--- config.mk ---
export PLATFORM = sky130hd
export DESIGN_NAME = operand_forward_stage
export DESIGN_NICKNAME = d
export VERILOG_FILES = /design/src/rtl/operand_forward_stage.sv
export SDC_FILE = /design/constraint.sdc
export NUM_CORES = 1
export LEC_CHECK = 0
export CORE_MARGIN = 5
export CORE_UTILIZATION = 35
export DETAILED_ROUTE_END_ITERATION = 8
export PLACE_DENSITY = 0.67
export SYNTH_ARGS = -nofsm -noshare
export SYNTH_HDL_FRONTEND = slang
export SYNTH_SLANG_ARGS = --single-unit
--- constraint.sdc ---
create_clock -name clk -period 5.6 [get_ports clk]
set_clock_uncertainty 0.2 [all_clocks]
set_input_delay 1.4 -clock clk [delete_from_list [all_inputs] [get_ports clk]]
set_output_delay 1.4 -clock clk [all_outputs]
set_load 0.1 [all_outputs]
--- src/rtl/operand_forward_stage.sv ---
// ID/EX pipeline register with EX/MEM/WB operand forwarding, load-use stall
// detection, branch flush and a saturating stall counter.
module operand_forward_stage #(
    parameter int CTRL_W = 8,
    parameter int CNT_W  = 16
) (
    input  logic              clk,
    input  logic              reset,
    input  logic              id_valid,
    input  logic [3:0]        id_ra,
    input  logic [3:0]        id_rb,
    input  logic [3:0]        id_rc,
    input  logic              id_use_a,
    input  logic              id_use_b,
    input  logic              id_use_c,
    input  logic [31:0]       pa,
    input  logic [31:0]       pb,
    input  logic [31:0]       pc,
    input  logic [3:0]        id_rd,
    input  logic              id_le,
    input  logic              id_load,
    input  logic [CTRL_W-1:0] id_ctrl,
    input  logic [31:0]       ex_result,
    input  logic [3:0]        mem_rd,
    input  logic              mem_le,
    input  logic [31:0]       mem_result,
    input  logic [3:0]        wb_rd,
    input  logic              wb_le,
    input  logic [31:0]       wb_result,
    input  logic              flush,
    output logic              ex_valid,
    output logic [31:0]       ex_opa,
    output logic [31:0]       ex_opb,
    output logic [31:0]       ex_opc,
    output logic [3:0]        ex_rd,
    output logic              ex_le,
    output logic              ex_load,
    output logic [CTRL_W-1:0] ex_ctrl,
    output logic              stall,
    output logic [CNT_W-1:0]  stall_cnt
);

    logic              ex_valid_reg;
    logic [2:0][31:0]  ex_op_reg;
    logic [3:0]        ex_rd_reg;
    logic              ex_le_reg;
    logic              ex_load_reg;
    logic [CTRL_W-1:0] ex_ctrl_reg;
    logic [CNT_W-1:0]  stall_cnt_reg;

    logic [2:0][3:0]   src_r;
    logic [2:0]        src_use;
    logic [2:0][31:0]  src_p;
    logic [2:0][31:0]  fwd_op;
    logic [2:0]        hazard;
    logic              capture;

    assign src_r   = {id_rc, id_rb, id_ra};
    assign src_use = {id_use_c, id_use_b, id_use_a};
    assign src_p   = {pc, pb, pa};

    genvar gi;
    generate
        for (gi = 0; gi < 3; gi++) begin : g_src
            logic fwd_en;
            logic ex_hit;
            logic mem_hit;
            logic wb_hit;

            // R15 is the PC and is never forwarded.
            assign fwd_en  = src_use[gi] && (src_r[gi] != 4'd15);
            assign ex_hit  = ex_valid_reg && ex_le_reg && !ex_load_reg && (ex_rd_reg == src_r[gi]);
            assign mem_hit = mem_le && (mem_rd == src_r[gi]);
            assign wb_hit  = wb_le && (wb_rd == src_r[gi]);

            assign fwd_op[gi] = !fwd_en ? src_p[gi]  :
                                ex_hit  ? ex_result  :
                                mem_hit ? mem_result :
                                wb_hit  ? wb_result  :
                                          src_p[gi];

            // Load data is not available until MEM, so a load in EX forces a bubble.
            assign hazard[gi] = id_valid && fwd_en && ex_valid_reg && ex_load_reg &&
                                ex_le_reg && (ex_rd_reg == src_r[gi]);
        end
    endgenerate

    assign stall   = !flush && (|hazard);
    assign capture = !flush && !stall && id_valid;

    always_ff @(posedge clk or posedge reset) begin
        if (reset) begin
            ex_valid_reg  <= 1'b0;
            ex_op_reg     <= '0;
            ex_rd_reg     <= '0;
            ex_le_reg     <= 1'b0;
            ex_load_reg   <= 1'b0;
            ex_ctrl_reg   <= '0;
            stall_cnt_reg <= '0;
        end else begin
            ex_valid_reg <= capture;
            ex_le_reg    <= capture && id_le;
            ex_load_reg  <= capture && id_load;
            ex_rd_reg    <= capture ? id_rd   : 4'd0;
            ex_ctrl_reg  <= capture ? id_ctrl : '0;
            ex_op_reg    <= capture ? fwd_op  : '0;
            if (stall && (stall_cnt_reg != {CNT_W{1'b1}})) begin
                stall_cnt_reg <= stall_cnt_reg + {{(CNT_W-1){1'b0}}, 1'b1};
            end
        end
    end

    assign ex_valid  = ex_valid_reg;
    assign ex_opa    = ex_op_reg[0];
    assign ex_opb    = ex_op_reg[1];
    assign ex_opc    = ex_op_reg[2];
    assign ex_rd     = ex_rd_reg;
    assign ex_le     = ex_le_reg;
    assign ex_load   = ex_load_reg;
    assign ex_ctrl   = ex_ctrl_reg;
    assign stall_cnt = stall_cnt_reg;

endmodule

==> flow_metrics.py <==
metrics = {
    "critical_path": {
        "worstPathCellList": "clkdlybuf4s50_1 > xnor2_1 > nand4_1 > o22ai_1 > nor2_1 > nor2_1 > buf_12",
        "crit_fanout": 4,
        "timing.critical_path.from_type": "input port",
        "worst_setup_path_end_kind": "output port",
        "cp_slowest_stage_delay_ns": 0.60,
        "cpLargestDelayFamily": "buffers and inverters",
        "path_buf_inv": 2,
        "worst-setup-path-type": "in2out",
        "timing.critical_path.mode_cell": "sky130_fd_sc_hd__nor2_1",
        "cp_slowest_cell": "sky130_fd_sc_hd__clkdlybuf4s50_1",
        "worstPathArrival_ns": 3.37,
        "crit_required_ns": 4.00,
    },
    "yosys": {
        "synth_fp_nets": 1276,
        "flop_and_latch_count_out_of_synthesis": 127,
        "asyncSetResetFlopFracSynth_pct": 100,
        "post_synth_inst_count": 1040,
        "synth-warning-count": 0,
        "synth_most_common_cell": "sky130_fd_sc_hd__nand2_1",
        "synth.area.top_cells": "sky130_fd_sc_hd__dfrtp_1 (39%), sky130_fd_sc_hd__nand2_1 (14%), sky130_fd_sc_hd__a311o_1 (12%), sky130_fd_sc_hd__a31oi_1 (7.4%), sky130_fd_sc_hd__o21ai_0 (5.9%)",
        "synthTopCellsByCount": "sky130_fd_sc_hd__nand2_1 (293), sky130_fd_sc_hd__dfrtp_1 (127), sky130_fd_sc_hd__nor2_1 (107)",
        "synth_sequential_area_ratio_pct": 39.3,
        "syn_avg_cell_area_um2": 7.78,
        "yosys_most_used_dff": "sky130_fd_sc_hd__dfrtp_1",
        "yosys.area.top_type_share_pct": 39.3,
        "synth.lib_cells_used.distinct": 34,
        "synth.largest_area_cell": "sky130_fd_sc_hd__dfrtp_1",
        "syn-cell-area_um2": 8090,
        "synth_enable_flop_cells": 0,
    },
    "cts": {
        "cts_setup_buffers": 0,
        "worstSkewPairLatency_ns": 0.42,
        "clock_sink_count": 127,
        "post_cts_resized": 0,
        "cts_tree": "built",
        "clock_tree.root_cell": "sky130_fd_sc_hd__clkbuf_16",
        "cts_max_path_buffers": 2,
        "number_of_clock_buffers_inserted_by_tritoncts": 17,
        "cts-hold-fix-buffers": 0,
        "clock_tree.htree_level_count": 4,
        "clkSlewWorstSetupHoldPaths_ns": 0.06,
    },
    "placed_design": {
        "hpwlAfterDp_um": 25000,
        "total_instance_count_after_detailed_placement": 1619,
        "gp_routability_congestion": 0.905,
        "postPlaceCellArea_um2": 11900,
        "pre_cts_ws_ns": 0.657,
        "buffer_ports.inserted": 362,
    },
    "route": {
        "vias": 9551,
        "drt_wl_total_um": 36500,
        "number_of_iterations_in_the_first_detailed_routing_pass": 5,
        "routed_via_density": 5.78,
        "routedWlPerCell_um": 22.1,
        "route.detailed.drc": 0,
        "first_iter_violations": 781,
        "antenna_violating_nets_left": 0,
    },
    "hold_path": {
        "path_type_of_the_worst_min_delay_path": "reg2reg",
    },
    "global_route": {
        "via_count_of_the_first_global_routing_pass": 9208,
        "number_of_antenna_violations_at_the_first_check_in_global_routing": 1,
        "grt_pass1_wl_um": 54400,
        "global_route.overflow_total": 0,
        "grt_usage_pct": 26.5,
        "pin_count_of_the_biggest_net_entering_global_routing": 84,
    },
    "floorplanning": {
        "initial_utilization_pct": 35.6,
        "chipHeight_um": 162,
        "ios": 363,
        "fp-row-count": 55,
        "floorplan.die.width_um": 162,
        "core_region_area_um2": 22700,
        "die_area_um2": 26300,
    },
    "status": {
        "result_of_the_run": "finished clean",
    },
    "sta": {
        "layout_min_cycle_time_ns": 4.97,
        "timing_hold_violations_final": 0,
        "rsz0062_at_grt": "no",
        "worst-slew-pin-transition_ns": 1.10,
        "fin_ws_ns": 0.631,
        "final.period_utilization_pct": 88.7,
        "slew_headroom_pct": 26.4,
        "setup_viol": 0,
        "setup-tns-final_ns": 0,
        "finalMaxSlewViolations": 0,
        "fmaxAchievable_ghz": 0.201,
    },
    "layout": {
        "post-route-cell-area_um2": 12600,
        "multiInputGateArea_um2": 4520,
        "area.growth.synth_to_final_pct": 55.2,
        "design.final.nets": 1589,
        "num-fill-cells": 2101,
        "final-instance-count-excl-fill": 1652,
        "proportion_of_layout_cells_with_a_drive_suffix_above_1_pct": 5.64,
        "seq_area_um2": 3180,
    },
    "run": {
        "max_cap_viol_count": 0,
    },
    "power_and_ir_drop": {
        "ir_worst_vdd_mv": 0.174,
        "power_per_cell_area_nw_per_um2": 242,
        "total_leakage_power_nw": 4.99,
    },
}
[report_power, final]
part,internal [mW],leakage (nW),switching [mW]
sequential,0.958,1.70,0.0169
combinational,0.326,3.01,0.566
clock,0.716,0.283,0.460
[path summary, 6_finish.rpt]
check / slack [ns] / end / from / depth (start not counted)
setup / recovery: 0.63 / stall / id_rb[2] / 7
hold / removal: 0.32 / stall_cnt[5]$_DFFE_PP0P_ / stall_cnt[5]$_DFFE_PP0P_ / 1
setup reg to reg: 2.64 / ex_opa[19]$_DFF_PP0_ / ex_rd[0]$_DFF_PP0_ / 8
hold reg to reg: 0.32 / stall_cnt[5]$_DFFE_PP0P_ / stall_cnt[5]$_DFFE_PP0P_ / 1
max in group asynchronous: 3.01 / ex_opb[22]$_DFF_PP0_ / reset / 3
min in group asynchronous: 1.32 / ex_ctrl[6]$_DFF_PP0_ / reset / 2
[cell usage in the layout, fill, tap and decap left out, types with 3 or more instances in the layout]
master	netlist	final
sky130_fd_sc_hd__nor2_4	0	3
sky130_fd_sc_hd__dfrtp_1	127	127
sky130_fd_sc_hd__and3_1	6	3
sky130_fd_sc_hd__and3_2	0	3
sky130_fd_sc_hd__o21ai_0	96	96
sky130_fd_sc_hd__nand4_1	7	7
sky130_fd_sc_hd__clkbuf_16	0	17
sky130_fd_sc_hd__bufinv_16	0	3
sky130_fd_sc_hd__nand3_1	16	10
sky130_fd_sc_hd__a31oi_1	96	96
sky130_fd_sc_hd__a311o_1	96	96
sky130_fd_sc_hd__and2_2	0	3
sky130_fd_sc_hd__nor4_1	3	3
sky130_fd_sc_hd__and2_1	17	14
sky130_fd_sc_hd__nand2b_1	3	3
sky130_fd_sc_hd__xor2_1	23	23
sky130_fd_sc_hd__xnor2_1	21	21
sky130_fd_sc_hd__buf_12	0	5
sky130_fd_sc_hd__clkdlybuf4s50_1	0	361
sky130_fd_sc_hd__clkinvlp_4	0	4
sky130_fd_sc_hd__buf_4	3	19
sky130_fd_sc_hd__inv_1	8	7
sky130_fd_sc_hd__inv_6	0	3
sky130_fd_sc_hd__nor3_1	11	11
sky130_fd_sc_hd__nand3_2	0	6
sky130_fd_sc_hd__nand2_1	293	293
sky130_fd_sc_hd__nor2_1	107	104
[routing by layer]
metal  wire [um]  track usage (%)  share of wire, %  vias to the layer above
li1            -                -                 -                     4329
met1       14800             33.5                40                     4615
met2       17300             44.1                47                      550
met3        3670             7.56                10                       57
met4         789             8.38               2.2                        0
met5           0                0                 0                        -
[kinds of logic (layout without fill, tap and decap cells)]
family	Yosys count	in the layout	synth area share [%]
AOI/OAI and AO/OA	295	295	26.0
xor gates and xnor gates	44	44	4.76
adders and majority gates	1	1	0.155
buffers and inverters	101	427	5.78
DFF	127	127	39.3
muxes	2	2	0.278
other	0	1	0
and+or+nand+nor	470	470	23.7
[worst reg2reg max path, stage by stage (launching register included)]
cell	delay (ns)
sky130_fd_sc_hd__dfrtp_1	0.48
sky130_fd_sc_hd__xnor2_1	0.17
sky130_fd_sc_hd__nand4_1	0.20
sky130_fd_sc_hd__o22ai_1	0.20
sky130_fd_sc_hd__nor4b_4	0.70
sky130_fd_sc_hd__buf_12	0.30
sky130_fd_sc_hd__buf_4	0.28
sky130_fd_sc_hd__o21ai_0	0.13
sky130_fd_sc_hd__a31oi_1	0.21
[cell type report]
cell class | count | area share (%)
Multi-Input combinational cell | 812 | 36.0
Clock inverter | 12 | 1.28
Antenna cell | 1 | 0.0199
Inverter | 10 | 0.339
Timing Repair Buffer | 385 | 30.7
Tap cell | 285 | 2.84
Clock buffer | 20 | 3.56
Sequential cell | 127 | 25.3
[metrics by stage]
stage / utilization (%) / power, mW / hold slack, ns
6_report: 55.3 / 3.04 / 0.318
5_1_grt: 55.3 / 3.14 / 0.349
4_1_cts: 55.3 / 3.06 / 0.318
3_5_place_dp: 52.6 / 1.88 / 0.306
3_3_place_gp: 52.6 / 1.88 / 0.308
2_1_floorplan: - / 1.51 / 0.856
No activity file was read; power rests on OpenSTA's default activity.
